[config.mk]
export PLATFORM = sky130hd
export DESIGN_NAME = if_stage
export DESIGN_NICKNAME = d
export VERILOG_FILES = /design/src/rtl/if_stage_pkg.sv /design/src/rtl/if_id_reg.sv /design/src/rtl/if_stage.sv
export SDC_FILE = /design/constraint.sdc
export NUM_CORES = 1
export LEC_CHECK = 0
export CAP_MARGIN = 15
export CORE_ASPECT_RATIO = 0.6
export CORE_UTILIZATION = 50
export CTS_CLUSTER_DIAMETER = 30
export DETAILED_ROUTE_END_ITERATION = 16
export GPL_TIMING_DRIVEN = 0
export PLACE_DENSITY = 0.87
export SLEW_MARGIN = 0
export SYNTH_ARGS = -nofsm -noshare
export SYNTH_HDL_FRONTEND = slang
export SYNTH_SLANG_ARGS = --single-unit
[constraint.sdc]
create_clock -name clk -period 5.6 [get_ports clk]
set_clock_uncertainty 0.2 [all_clocks]
set_input_delay 0.56 -clock clk [delete_from_list [all_inputs] [get_ports clk]]
set_output_delay 0.56 -clock clk [all_outputs]
set_load 0.03 [all_outputs]
[src/rtl/if_stage_pkg.sv]
`default_nettype none
// +--------------------------------------------------------------------+
// | Module   : if_stage_pkg                                            |
// | Purpose  : Shared constants and fetch FSM encoding for the         |
// |            instruction fetch stage.                                |
// | Revision : 1.0 - initial release                                   |
// +--------------------------------------------------------------------+
package if_stage_pkg;

  // Bubble instruction: addi x0,x0,0
  localparam logic [31:0] c_nop_inst = 32'h0000_0013;
  // Default first fetch address after reset
  localparam logic [31:0] c_reset_pc = 32'h0000_0000;

  // Fetch FSM encoding
  localparam logic [1:0] c_st_fetch = 2'd0;  // request on the bus
  localparam logic [1:0] c_st_wait  = 2'd1;  // request accepted, waiting for data
  localparam logic [1:0] c_st_hold  = 2'd2;  // data buffered, waiting for the pipeline
  localparam logic [1:0] c_st_drop  = 2'd3;  // flushed while outstanding, discard data

  // Redirect targets are word-aligned by clearing the two low bits
  function automatic logic [31:0] align_word(input logic [31:0] addr);
    return addr & ~32'h0000_0003;
  endfunction

endpackage
`default_nettype wire

[src/rtl/if_id_reg.sv]
`default_nettype none
// +--------------------------------------------------------------------+
// | Module   : if_id_reg                                               |
// | Purpose  : IF/ID pipeline register with enable, flush and          |
// |            asynchronous reset. Flush has priority over enable.     |
// | Revision : 1.0 - initial release                                   |
// +--------------------------------------------------------------------+
module if_id_reg
  import if_stage_pkg::*;
#(
  parameter logic [31:0] NOP_INST = c_nop_inst
) (
  input  logic        clk,
  input  logic        reset,
  input  logic        en,
  input  logic        flush,
  input  logic [31:0] d_pc,
  input  logic [31:0] d_inst,
  input  logic        d_valid,
  output logic [31:0] q_pc,
  output logic [31:0] q_inst,
  output logic        q_valid
);

  logic [31:0] r_pc;
  logic [31:0] r_inst;
  logic        r_valid;

  // Pipeline register: flush inserts a bubble, enable loads, otherwise hold
  always_ff @(posedge clk or posedge reset) begin
    if (reset) begin
      r_pc    <= 32'h0000_0000;
      r_inst  <= NOP_INST;
      r_valid <= 1'b0;
    end else if (flush) begin
      r_pc    <= 32'h0000_0000;
      r_inst  <= NOP_INST;
      r_valid <= 1'b0;
    end else if (en) begin
      r_pc    <= d_pc;
      r_inst  <= d_inst;
      r_valid <= d_valid;
    end
  end

  assign q_pc    = r_pc;
  assign q_inst  = r_inst;
  assign q_valid = r_valid;

endmodule
`default_nettype wire

[src/rtl/if_stage.sv]
`default_nettype none
// +--------------------------------------------------------------------+
// | Module   : if_stage                                                |
// | Purpose  : Instruction fetch stage. Owns the PC and a four-state   |
// |            fetch FSM with a single outstanding memory request, a   |
// |            one-entry hold buffer for stalls, and the IF/ID reg.    |
// | Revision : 1.0 - initial release                                   |
// +--------------------------------------------------------------------+
module if_stage
  import if_stage_pkg::*;
#(
  parameter logic [31:0] RESET_PC = c_reset_pc,
  parameter logic [31:0] NOP_INST = c_nop_inst
) (
  input  logic        clk,
  input  logic        reset,
  input  logic        PCen,
  input  logic        IF_IDen,
  input  logic        EX_PCSrc,
  input  logic [31:0] EX_PCTarget,
  output logic        imem_req,
  output logic [31:0] imem_addr,
  input  logic        imem_ready,
  input  logic        imem_rvalid,
  input  logic [31:0] imem_rdata,
  output logic [31:0] ID_PC,
  output logic [31:0] ID_Inst,
  output logic        ID_Valid
);

  logic [1:0]  r_state;
  logic [31:0] r_pc;
  logic [31:0] r_hold_pc;
  logic [31:0] r_hold_inst;

  logic        w_advance;
  logic [1:0]  w_next_state;
  logic [31:0] w_next_pc;
  logic        w_load_hold;
  logic        w_deliver_wait;
  logic        w_deliver_hold;
  logic [31:0] w_d_pc;
  logic [31:0] w_d_inst;
  logic        w_d_valid;

  assign w_advance = PCen & IF_IDen;

  // Next-state and next-PC logic; a flush overrides every other decision
  always_comb begin
    w_next_state   = r_state;
    w_next_pc      = r_pc;
    w_load_hold    = 1'b0;
    w_deliver_wait = 1'b0;
    w_deliver_hold = 1'b0;
    case (r_state)
      c_st_fetch: begin
        // An accepted request being flushed still returns data: drop it
        if (EX_PCSrc)        w_next_state = imem_ready ? c_st_drop : c_st_fetch;
        else if (imem_ready) w_next_state = c_st_wait;
      end
      c_st_wait: begin
        if (EX_PCSrc) begin
          w_next_state = imem_rvalid ? c_st_fetch : c_st_drop;
        end else if (imem_rvalid) begin
          if (w_advance) begin
            w_deliver_wait = 1'b1;
            w_next_pc      = r_pc + 32'd4;
            w_next_state   = c_st_fetch;
          end else begin
            w_load_hold  = 1'b1;
            w_next_state = c_st_hold;
          end
        end
      end
      c_st_hold: begin
        if (EX_PCSrc) begin
          w_next_state = c_st_fetch;
        end else if (w_advance) begin
          w_deliver_hold = 1'b1;
          w_next_pc      = r_pc + 32'd4;
          w_next_state   = c_st_fetch;
        end
      end
      c_st_drop: begin
        // Further flushes here only retarget the PC (handled below)
        if (imem_rvalid) w_next_state = c_st_fetch;
      end
      default: w_next_state = c_st_fetch;
    endcase
    if (EX_PCSrc) w_next_pc = align_word(EX_PCTarget);
  end

  // FSM state and PC registers
  always_ff @(posedge clk or posedge reset) begin
    if (reset) begin
      r_state <= c_st_fetch;
      r_pc    <= RESET_PC;
    end else begin
      r_state <= w_next_state;
      r_pc    <= w_next_pc;
    end
  end

  // Hold buffer captures returned data while the pipeline is stalled
  always_ff @(posedge clk or posedge reset) begin
    if (reset) begin
      r_hold_pc   <= 32'h0000_0000;
      r_hold_inst <= 32'h0000_0000;
    end else if (w_load_hold) begin
      r_hold_pc   <= r_pc;
      r_hold_inst <= imem_rdata;
    end
  end

  // Select what IF/ID loads: fresh data, buffered data, or a bubble
  always_comb begin
    w_d_pc    = r_pc;
    w_d_inst  = NOP_INST;
    w_d_valid = 1'b0;
    if (w_deliver_wait) begin
      w_d_inst  = imem_rdata;
      w_d_valid = 1'b1;
    end else if (w_deliver_hold) begin
      w_d_pc    = r_hold_pc;
      w_d_inst  = r_hold_inst;
      w_d_valid = 1'b1;
    end
  end

  // Request is masked during reset so nothing reaches memory until release
  assign imem_req  = (r_state == c_st_fetch) & ~reset;
  assign imem_addr = r_pc;

  if_id_reg #(
    .NOP_INST (NOP_INST)
  ) u_if_id_reg (
    .clk     (clk),
    .reset   (reset),
    .en      (IF_IDen),
    .flush   (EX_PCSrc),
    .d_pc    (w_d_pc),
    .d_inst  (w_d_inst),
    .d_valid (w_d_valid),
    .q_pc    (ID_PC),
    .q_inst  (ID_Inst),
    .q_valid (ID_Valid)
  );

endmodule
`default_nettype wire

==> results.yml <==
logic_synthesis:
  yosysUniqueCellTypes: 53
  synth_area_per_cell_um2: 11.1
  synth-edff-count: 0
  yosysWarnings: 0
  syn_inst: 646
  synth_area_leaders: "dfrtp_1 (54%), mux2_2 (6.9%), nand2_1 (5.2%), a222oi_1 (4.0%), a311oi_1 (3.6%)"
  syn_area_mm2: 0.00720
  synth_top_area_share_pct: 53.9
  synth_flop_cell: "dfrtp_1"
  ys_seq_elements: 158
  seq_area_frac_synth_pct: 55.0
  async_reset_ff_share_pct: 100
  synth_area_leader_cell: "dfrtp_1"
global_routing:
  grt.overflow.total: 0
  met3_usage_pct: 7.85
  use_met2_pct: 41.6
  grtUsageTotal_pct: 27.6
  grt.busiest_layer: "met2"
  grt_pass1_wl_mm: 30.7
  grt_pass1_vias: 5770
  antenna_found_initial: 1
  grt_max_degree: 84
  grtUsageMet1_pct: 40.0
sta:
  final.period_utilization_pct: 51.7
  worstMarginPinSlew_ns: 0.701
  finalSetupViolCount: 0
  final_max_slew_viol_count: 0
  relSlewSlack_pct: 53.3
  rsz0062_at_grt: "false"
  post-route-min-period_ns: 2.90
  clock.fmax_ghz: 0.345
  hold_violations: 0
worst_setup_path:
  critPathRequiredTime_ns: 4.84
  crit_end: "imem_req"
  reg2reg_depth: 5
  criticalPathCategory: "input port to output pin"
  worstReg2RegEnd: "imem_addr[31]"
  crit_path_end_kind: "output pin"
  cp_max_fo: 2
  start_kind: "input port"
  critical_path.startpoint: "reset"
  worst_ep_arrival_time_ns: 2.14
  regToRegSetupSlack_ns: 3.42
  reg2reg_from: "imem_addr[7]"
cts:
  cts-hold-fix-buffers: 0
  cts_resized: 0
  htreeDepth: 4
  clk_pin_slew_worst_paths_ns: 0.06
  cts_tree: "yes"
  numCtsBuffers: 17
  clock-sinks: 158
  ctsLongestPathBuffers: 2
  cts-root-buf: "clkbuf_16"
  insertion_delay_ns: 0.41
  cts_setup_buffers: 0
power_and_ir_drop:
  vdd_drop_max_uv: 227
  power_density_mw_per_mm2: 361
  internal_power_mw: 2.40
  combPwrFrac_pct: 22.8
  clkPwrFrac_pct: 31.0
  p_total_mw: 3.48
  switching_share_pct: 31.0
  p_leak_nw: 4.25
  switching_power_mw: 1.08
  seqPwrFrac_pct: 46.2
floorplan:
  num_rows: 33
  start_util_pct: 51.9
  dieArea_mm2: 0.0149
  die_h_um: 95.0
  fp.coreArea_mm2: 0.0139
  die_w_um: 157
  pin_count: 169
place:
  io_buffers: 161
  hpwl_mm: 13.9
  postPlaceCellArea_mm2: 0.00909
  placedCellCount: 1001
  gp_congestion: 0.832
routing:
  final_antenna_net_count: 0
  first_pass_iters: 6
  vias: 5868
  totalWireLength_mm: 19.4
  viasPerCell: 5.68
  wl_per_cell_um: 18.8
  drt_iter0_drc: 490
  route.detailed.drc: 0
cells_and_area:
  stdcell_count: 1033
  layout_commonest_cell: "clkdlybuf4s50_1"
  nets: 900
  diodes: 0
  area_growth_pct: 33.9
  layout-drive-gt1-share_pct: 15.3
  finish.instance_area_mm2: 0.00964
  most-common-layout-cells: "clkdlybuf4s50_1 (161), dfrtp_1 (155), nand2_1 (100)"
run_status:
  outcome: "finished, final reports clean"
flow_run:
  cap_viol_max_count: 0
worst_hold_path:
  worstHoldPathType: "input port to flip-flop"
-- metrics by stage --
step	setup TNS (ns)	hold WS (ns)	worst slack (ns)	util (%)
floorplan	0	0.250	0.582	-
global placement	-230.60	0.254	-1.50	65.3
detailed placement	0	0.270	2.73	65.5
CTS	0	0.241	2.72	69.5
global route	0	0.253	2.63	69.5
finish	0	0.254	2.70	69.5
-- power by group through the flow --
stage | Sequential (mW) | Clock (mW) | Combinational (mW)
after floorplan | 1.68 | 0 | 0.413
after global placement | 1.60 | 0 | 0.761
after detailed placement | 1.62 | 0 | 0.793
after CTS | 1.60 | 1.09 | 0.800
after global routing | 1.64 | 1.15 | 0.861
final | 1.61 | 1.08 | 0.794
-- metal layers --
layer	wire length, µm	part of all wire [%]
met5	11	0.057
met4	165	0.85
met3	1670	8.6
met2	8420	43
met1	9160	47
-- kinds of logic (layout without fill, tap and decap cells) --
group,Yosys count,count (layout),share of synthesized area [%]
AND/OR/NAND/NOR,211,211,15.2
flip-flops,158,158,55.0
AO/OA/AOI/OAI,98,98,10.9
buffers and inverters,84,278,5.19
multiplexers,66,66,10.3
XOR/XNOR,27,27,3.28
adder cells (fa/ha/maj),1,1,0.174
other,1,2,0.0521
-- critical path, stage by stage --
cell,delay (ns)
clkdlybuf4s50_1,0.53
nor3_1,0.30
clkdlybuf4s50_1,0.74
-- Yosys cell counts, types with 5 or more instances --
cell type    n
dfrtp_1    155
nand2_1    100
mux2_2      44
nor2_1      38
inv_1       33
a311oi_1    30
a222oi_1    29
buf_2       23
o21ai_1     22
xnor2_1     22
clkbuf_1    21
mux2_1      18
nand3_1     11
nor4_2      10
nand4_1      6
nor3_1       6
o21ai_0      6
and2_1       5
and3_1       5
and4_1       5
nand2b_1     5
xor2_1       5
-- worst min path at each step --
| stage | startpoint | to | slack, ns | cells after the start |
|---|---|---|---|---|
| global route | imem_rvalid | r_state[0] | 0.25 | 2 |
| detailed placement | r_hold_pc[12] | r_hold_pc[12] | 0.27 | 2 |
| global placement | r_hold_inst[31] | u_if_id_reg.q_inst[31] | 0.25 | 2 |
| finish | imem_rvalid | r_state[0] | 0.25 | 2 |
| CTS | imem_rvalid | r_state[0] | 0.24 | 2 |
| floorplan | r_hold_pc[12] | r_hold_pc[12] | 0.25 | 2 |
-- state kept, by name (all words and copies together) (netlist names) --
signal,count
imem_addr,30
r_hold_inst,32
u_if_id_reg.q_pc,31
u_if_id_reg.q_inst,32
u_if_id_reg.q_valid,1
r_state,2
r_hold_pc,30
-- final cells by class --
class / instances / area, µm²
clock inverters: 13 / 108
repair buffers: 162 / 1640
inverters: 33 / 129
well taps: 192 / 240
flip-flops and latches: 158 / 3960
clock buffers: 19 / 443
plain buffers: 51 / 250
multi-input cells: 405 / 2870
fillers: 1041 / 4230
(Power assumes the default switching activity.)
